$ cat config.mk
export PLATFORM = sky130hd
export DESIGN_NAME = mult_pipe_fu
export DESIGN_NICKNAME = d
export VERILOG_FILES = /design/src/rtl/mult_pipe_fu.sv
export SDC_FILE = /design/constraint.sdc
export NUM_CORES = 2
export LEC_CHECK = 0
export CORE_MARGIN = 10
export CORE_UTILIZATION = 42
export DETAILED_ROUTE_END_ITERATION = 6
export PLACE_DENSITY_LB_ADDON = 0.08
export SYNTH_ARGS = -nofsm -noshare
export SYNTH_HDL_FRONTEND = slang
export SYNTH_SLANG_ARGS = --single-unit
$ cat constraint.sdc
create_clock -name clock -period 7.5 [get_ports clock]
set_input_delay 0.75 -clock clock [delete_from_list [all_inputs] [get_ports clock]]
set_output_delay 0.75 -clock clock [all_outputs]
set_load 0.01 [all_outputs]
$ cat src/rtl/mult_pipe_fu.sv
// Pipelined RV32M multiply unit (MUL/MULH/MULHSU/MULHU) with valid/ready at both ends.
// Each stage folds CH multiplier bits into a 2*XLEN accumulator; the last stage applies the sign fix-up.
module mult_pipe_fu #(
  parameter int unsigned XLEN       = 32,
  parameter int unsigned NUM_STAGES = 4,
  parameter int unsigned TAG_W      = 6,
  parameter int unsigned ROB_W      = 5,
  localparam int unsigned OCC_W     = $clog2(NUM_STAGES + 1)
) (
  input  logic             clock,
  input  logic             reset,
  input  logic             flush,
  input  logic             in_valid,
  output logic             in_ready,
  input  logic [XLEN-1:0]  in_opa,
  input  logic [XLEN-1:0]  in_opb,
  input  logic [1:0]       in_func,
  input  logic [TAG_W-1:0] in_dest_tag,
  input  logic [ROB_W-1:0] in_rob_idx,
  output logic             out_valid,
  input  logic             out_ready,
  output logic [XLEN-1:0]  out_result,
  output logic [TAG_W-1:0] out_dest_tag,
  output logic [ROB_W-1:0] out_rob_idx,
  output logic [OCC_W-1:0] occupancy
);

  localparam int unsigned CH   = XLEN / NUM_STAGES;
  localparam int unsigned W2   = 2 * XLEN;
  localparam int unsigned LAST = NUM_STAGES - 1;
  localparam int unsigned OPN  = (NUM_STAGES > 1) ? NUM_STAGES - 1 : 1;

  typedef enum logic [1:0] {
    FN_MUL    = 2'b00,
    FN_MULH   = 2'b01,
    FN_MULHSU = 2'b10,
    FN_MULHU  = 2'b11
  } func_e;

  if (XLEN % NUM_STAGES != 0) begin : g_bad_cfg
    $error("mult_pipe_fu: XLEN must be a multiple of NUM_STAGES");
  end

  // Per-stage registers
  logic [NUM_STAGES-1:0] valid_q;
  logic [OCC_W-1:0]      occ_q;
  logic [W2-1:0]         acc_q  [NUM_STAGES];
  func_e                 func_q [NUM_STAGES];
  logic [TAG_W-1:0]      tag_q  [NUM_STAGES];
  logic [ROB_W-1:0]      rob_q  [NUM_STAGES];
  // Operands are only needed by stages that still have work downstream
  logic [W2-1:0]         a_q    [OPN];
  logic [XLEN-1:0]       b_q    [OPN];
  logic                  bneg_q [OPN];

  // Values presented to each stage's input
  logic [W2-1:0]         src_a    [NUM_STAGES];
  logic [XLEN-1:0]       src_b    [NUM_STAGES];
  logic                  src_bneg [NUM_STAGES];
  logic [W2-1:0]         src_acc  [NUM_STAGES];
  func_e                 src_func [NUM_STAGES];
  logic [TAG_W-1:0]      src_tag  [NUM_STAGES];
  logic [ROB_W-1:0]      src_rob  [NUM_STAGES];
  logic [W2-1:0]         acc_n    [NUM_STAGES];

  logic [NUM_STAGES-1:0] load;
  logic [NUM_STAGES-1:0] valid_n;
  logic [OCC_W-1:0]      occ_n;

  func_e                 func_in;
  logic                  signed_a;
  logic [W2-1:0]         a_ext_in;
  logic                  bneg_in;

  assign func_in  = func_e'(in_func);
  assign signed_a = (func_in == FN_MULH) || (func_in == FN_MULHSU);
  assign a_ext_in = {{XLEN{signed_a & in_opa[XLEN-1]}}, in_opa};
  // A sign-extended opb equals opb + sign*(2^W2 - 2^XLEN); the second term becomes the fix-up
  assign bneg_in  = (func_in == FN_MULH) & in_opb[XLEN-1];

  for (genvar k = 0; k < NUM_STAGES; k++) begin : g_stage
    logic [CH-1:0] chunk;
    logic [W2-1:0] pp;
    logic [W2-1:0] corr;

    if (k == 0) begin : g_src_in
      assign src_a[k]    = a_ext_in;
      assign src_b[k]    = in_opb;
      assign src_bneg[k] = bneg_in;
      assign src_acc[k]  = '0;
      assign src_func[k] = func_in;
      assign src_tag[k]  = in_dest_tag;
      assign src_rob[k]  = in_rob_idx;
    end else begin : g_src_q
      assign src_a[k]    = a_q[k-1];
      assign src_b[k]    = b_q[k-1];
      assign src_bneg[k] = bneg_q[k-1];
      assign src_acc[k]  = acc_q[k-1];
      assign src_func[k] = func_q[k-1];
      assign src_tag[k]  = tag_q[k-1];
      assign src_rob[k]  = rob_q[k-1];
    end

    assign chunk = src_b[k][k*CH +: CH];
    assign pp    = src_a[k] * {{(W2-CH){1'b0}}, chunk};

    if (k == LAST) begin : g_fix
      assign corr = src_bneg[k] ? ({W2{1'b0}} - (src_a[k] << XLEN)) : '0;
    end else begin : g_nofix
      assign corr = '0;
    end

    assign acc_n[k] = src_acc[k] + (pp << (k*CH)) + corr;
  end

  // load[s]: stage s takes new content this cycle (it is empty or its content moves on)
  always_comb begin
    load    = '0;
    valid_n = valid_q;
    occ_n   = '0;
    load[LAST] = !valid_q[LAST] || out_ready;
    for (int unsigned s = LAST; s > 0; s--) begin
      load[s-1] = !valid_q[s-1] || load[s];
    end
    if (flush) begin
      valid_n = '0;
    end else begin
      if (load[0]) valid_n[0] = in_valid;
      for (int unsigned s = 1; s < NUM_STAGES; s++) begin
        if (load[s]) valid_n[s] = valid_q[s-1];
      end
    end
    for (int unsigned s = 0; s < NUM_STAGES; s++) begin
      occ_n = occ_n + OCC_W'(valid_n[s]);
    end
  end

  always_ff @(posedge clock or negedge reset) begin
    if (!reset) begin
      valid_q <= '0;
      occ_q   <= '0;
      for (int unsigned s = 0; s < NUM_STAGES; s++) begin
        acc_q[s]  <= '0;
        func_q[s] <= FN_MUL;
        tag_q[s]  <= '0;
        rob_q[s]  <= '0;
      end
      for (int unsigned s = 0; s < OPN; s++) begin
        a_q[s]    <= '0;
        b_q[s]    <= '0;
        bneg_q[s] <= 1'b0;
      end
    end else begin
      valid_q <= valid_n;
      occ_q   <= occ_n;
      for (int unsigned s = 0; s < NUM_STAGES; s++) begin
        if (load[s]) begin
          acc_q[s]  <= acc_n[s];
          func_q[s] <= src_func[s];
          tag_q[s]  <= src_tag[s];
          rob_q[s]  <= src_rob[s];
        end
      end
      for (int unsigned s = 0; s < LAST; s++) begin
        if (load[s]) begin
          a_q[s]    <= src_a[s];
          b_q[s]    <= src_b[s];
          bneg_q[s] <= src_bneg[s];
        end
      end
    end
  end

  assign in_ready     = load[0];
  assign out_valid    = valid_q[LAST];
  assign out_result   = (func_q[LAST] == FN_MUL) ? acc_q[LAST][XLEN-1:0] : acc_q[LAST][W2-1:XLEN];
  assign out_dest_tag = tag_q[LAST];
  assign out_rob_idx  = rob_q[LAST];
  assign occupancy    = occ_q;

endmodule

# ---- After elaboration in Yosys (flattened, before gate mapping)
# Index checks and enable logic that the tools add are counted.
# Widths: inputs -> output; s select.
dict set report classes {
  bitwise 2
  n_eq_ne 2
  n_mul 4
  n_mux 7
  add_sub_neg 8
  reduce_logical 10
}
# operator n
set op_table {}
lappend op_table {{$add 64x64->64} 4}
lappend op_table {{$mul 33x9->42} 2}
lappend op_table {{$mul 64x8->40} 1}
lappend op_table {{$mul 64x8->48} 1}
lappend op_table {{$mux 64} 1}
lappend op_table {{$sub 1x64->64 const A} 1}
lappend op_table {{$mux 32} 1}
lappend op_table {{$logic_or 1x1->1} 5}
lappend op_table {{$logic_not 1->1} 4}
lappend op_table {{$mux 1} 4}
lappend op_table {{$mux 4} 1}
lappend op_table {{$add 2x1->3} 1}
lappend op_table {{$add 3x1->3} 1}
lappend op_table {{$add 1x1->2} 1}
lappend op_table {{$and 1x1->1} 2}
lappend op_table {{$eq 2x1->1 const B} 1}
lappend op_table {{$eq 2x2->1 const B} 1}
lappend op_table {{$logic_not 2->1} 1}
dict set report word_totals {
  out_inout_bits 48
  ff_bits 513
  wordCells 60
  in_bits 82
}

# ---- Depth between registers and ports, before layout
dict set report depth {
  word_depth 10
  depth_mapped 35
  depth_no_buf 33
}

# ---- Least setup slack after synthesis
# Ideal clock, no wire load.
dict set report synth_path {
  path_kind {register to register}
  from {register b_q[29] in the netlist's numbering}
  to {register acc_q[63] in the netlist's numbering}
  setup_time_ns 0.131
  t_arrival_ns 7.292
  n_path_buf 2
  setup_slack_ns 0.076
  stages_incl_launch_ff 34
  synth_period_minus_slack_ns 7.424
  path_cell_list {dfrtp_1 > clkbuf_1 > clkbuf_1 > nand2_1 > fa_1 > inv_1 > fa_1 > fa_1 > inv_1 > fa_1 > inv_1 > ha_1 > or3_1 > o2111ai_1 > o21ai_0 > o21ai_0 > o21ai_0 > a21oi_1 > nor2b_1 > o21ai_0 > o21ai_0 > fa_1 > inv_1 > ha_1 > and3_1 > nand4_1 > or3_1 > and3_1 > o31a_1 > a32oi_1 > nand4_1 > nand4b_1 > xnor2_1 > o21ai_1}
}
dict set report synth_between {
  elab_chain_len 3
}
# element line_no
set synth_rtl {}
lappend synth_rtl {{start: declaration} 53} ;# logic [XLEN-1:0] b_q [OPN];
lappend synth_rtl {{start signal: indexed assignment} 167} ;# b_q[s] <= src_b[s];
lappend synth_rtl {{$mul 64x8->40} 105} ;# assign pp = src_a[k] * {{(W2-CH){1'b0}}, chunk};
lappend synth_rtl {{$add 64x64->64 (2 in series)} 113} ;# assign acc_n[k] = src_acc[k] + (pp << (k*CH)) + corr;
lappend synth_rtl {{end signal: indexed assignment} 158} ;# acc_q[s] <= acc_n[s];
lappend synth_rtl {{end: declaration} 47} ;# logic [W2-1:0] acc_q [NUM_STAGES];
# No other way between the ends.
# A chain may end at the register's enable or synchronous reset.

# ---- Worst setup path after layout
dict set report layout_path {
  from {register b_q[27] in the netlist's numbering}
  to {register acc_q[63] in the netlist's numbering}
}
# Same word-level chain as after synthesis.

==> results_dict.tcl <==
set metrics [dict create \
    drv_cap 0 \
    layout_common_cells "nand2_1 (1,370), inv_1 (1,053), fa_1 (840)" \
    fin_cells 9472 \
    multi_input_area_um2 44800 \
    root_buffer "clkbuf_16" \
    synth_nets 8340 \
    finalSetupViolations 0 \
    synth_fa_ha_area_frac 0.371 \
    rsz0062_at_grt "true" \
    final_max_slew_viol_count 0 \
    coreArea_um2 142000 \
    grt_overflow 0 \
    async_flop_share 1.00 \
    whs_ns 0.0598 \
    synth_seq_cells 443 \
    finClkSkew_ns 0.0383 \
    synth_flop_cell "dfrtp_1" \
    cpPeakStageDelay_ns 0.54 \
    worstPathRequired_ns 8.02 \
    die_area_um2 158000 \
    vias 47079 \
    io_buffer_count 129 \
    drt_iter0_markers 1930 \
    drive_gt1_frac 0.146 \
    avgRoutedWirePerCell_um 17.9 \
    placed_cells 9322 \
    end_kind "register" \
    start_kind "register" \
    clock.fmax_mhz 135 \
    worstPathMaxFanout 8 \
    fin_crit_ns 7.38 \
    min_path_type "primary input to async pin" \
    synth_mux_area_frac 0.00705 \
    pin_count 130 \
    setup-tns-final_ns 0 \
    synth_xor_xnor_area_share 0.0404 \
    finalHoldViolations 0 \
    die_h_um 397 \
    seq_area_frac_synth 0.185 \
    start_util 0.423 \
    num_rows 138 \
    clkSinkCount 443 \
    n_fill_cell 13703 \
    period_share 0.984 \
    syn_inst 6995 \
    grt_usage 0.213 \
    crit_type "register to register" \
    worst_slew_pin_slew_ns 0.995 \
    utilization 0.502 \
    synth_edf_count 0 \
    antenna_left 0 \
    grt_max_degree 155 \
    netlist_area_um2 59800 \
    yosys.cell_types.count 82 \
    clk_pin_slew_ns 0.06 \
    drtPass1Iterations 5 \
    worst_ep_arrival_time_ns 7.90 \
    insertion_delay_ns 0.68 \
    seqCellArea_um2 11100 \
    place.gp.congestion 0.877 \
    synth_top_family_by_area "adder cells" \
    routed_wl_um 170000 \
    areaGrowthSynthToFinish_pct 18.9 \
    grt_pass1_wl_um 272000 \
    synthSimpleGateAreaFrac 0.207 \
    dpl.hpwl_um 139000 \
    die_w_um 397 \
    worst_path_most_repeated_cell "fa_1" \
    antenna_found_initial 1 \
    h-tree-depth 2 \
    final_common_cell "nand2_1" \
    slew_headroom 0.335 \
    first_global_vias 49386 \
    ys_warn_count 0 \
    crit_path_top_delay_cell "fa_1" \
    nets 8881 \
    syn-mean-instance-area_um2 8.55 \
    vias_per_cell 4.97 \
    drc 0 \
    clk_path_buf_depth 3 \
    cts_tree "built" \
    synth_compound_area_frac 0.0999 \
    cts_buffers 54 \
    outcome "finished, final reports clean" \
]
==> through the flow <==
| stage | cell area [um^2] | setup WS, ns |
|---|---|---|
| after floorplan | 59800 | 0.0764 |
| after global placement | 67300 | -0.286 |
| after detailed placement | 67300 | -0.413 |
| after CTS | 69500 | 0.00217 |
| after global routing | 71100 | -0.191 |
| final | 71100 | 0.117 |
==> path summary, 6_finish.rpt <==
kind	from	endpoint	slack (ns)	depth (start not counted)
min reg2reg	b_q[57]	b_q[25]	0.45	2
max in group asynchronous	reset	b_q[27]	5.95	2
max	b_q[27]	acc_q[63]	0.12	33
min	reset	occupancy[1]	0.06	1
max reg2reg	b_q[27]	acc_q[63]	0.12	33
min in group clock	b_q[57]	b_q[25]	0.45	2
==> synthesized netlist by cell type, types with 56 or more instances <==
cell type / instances / share of area
a21oi_1: 304 / 0.025
clkbuf_1: 322 / 0.020
fa_1: 855 / 0.29
dfrtp_1: 443 / 0.19
nand2_1: 1378 / 0.086
o21ai_0: 199 / 0.017
inv_1: 1069 / 0.067
and2_1: 719 / 0.075
xor2_1: 96 / 0.014
ha_1: 408 / 0.085
nor2_1: 230 / 0.014
nand3_1: 56 / 0.0047
xnor2_1: 177 / 0.026
a21o_1: 138 / 0.017
==> registers in the layout, summed over array words and instances, names as in the netlist <==
| register | count |
|---|---|
| acc_q | 234 |
| a_q | 99 |
| b_q | 48 |
| src_tag | 18 |
| rob_q | 15 |
| func_q | 8 |
| out_dest_tag | 6 |
| out_rob_idx | 5 |
| valid_q | 4 |
| bneg_q | 3 |
| occupancy | 3 |
==> metal layers <==
metal  vias to the layer above  global-route usage  wire, um
li1                      22838                   -         -
met1                     23531               0.298     80400
met2                       567               0.361     81000
met3                       143              0.0179      4930
met4                         0              0.0384      3170
met5                         -                   0         0
==> critical path: cells and delay by family, from the launching register on <==
family | cells | cell delay (ns)
AO/OA/AOI/OAI | 12 | 2.16
XOR/XNOR | 2 | 0.40
adder cells (fa/ha/maj) | 7 | 2.88
buffers and inverters | 8 | 0.83
flip-flops | 1 | 0.43
AND/OR/NAND/NOR | 4 | 0.54
==> logic make-up (layout without fill, tap and decap cells) <==
| group | after synthesis | after routing |
|---|---|---|
| flops | 443 | 443 |
| xor+xnor | 274 | 274 |
| simple gates | 2622 | 2622 |
| fa+ha+maj | 1263 | 1263 |
| buf+inv | 1407 | 1993 |
| compound gates | 948 | 948 |
| mux | 38 | 38 |
| other cells | 0 | 1 |
==> what timing repair did <==
action	CTS	global route
pin swaps	30	234
gates resized for setup	62	285
hold endpoints to repair	0	0
hold buffers	0	0
buffers inserted	7	38
gates cloned	0	7
endpoints found under the setup margin	45	67
==> cell type report <==
| cell class | count | area share |
|---|---|---|
| antenna | 1 | 0.0000352 |
| clock buffer | 72 | 0.0211 |
| clock inverter | 29 | 0.00503 |
| inverter | 1069 | 0.0564 |
| multi-input combinational | 5145 | 0.630 |
| sequential | 443 | 0.156 |
| tap | 1890 | 0.0332 |
| timing repair buffer | 823 | 0.0979 |
Power is left out: the tool's default activity adds up to more than one toggle a clock period on the data nets, which glitch-free logic cannot reach.
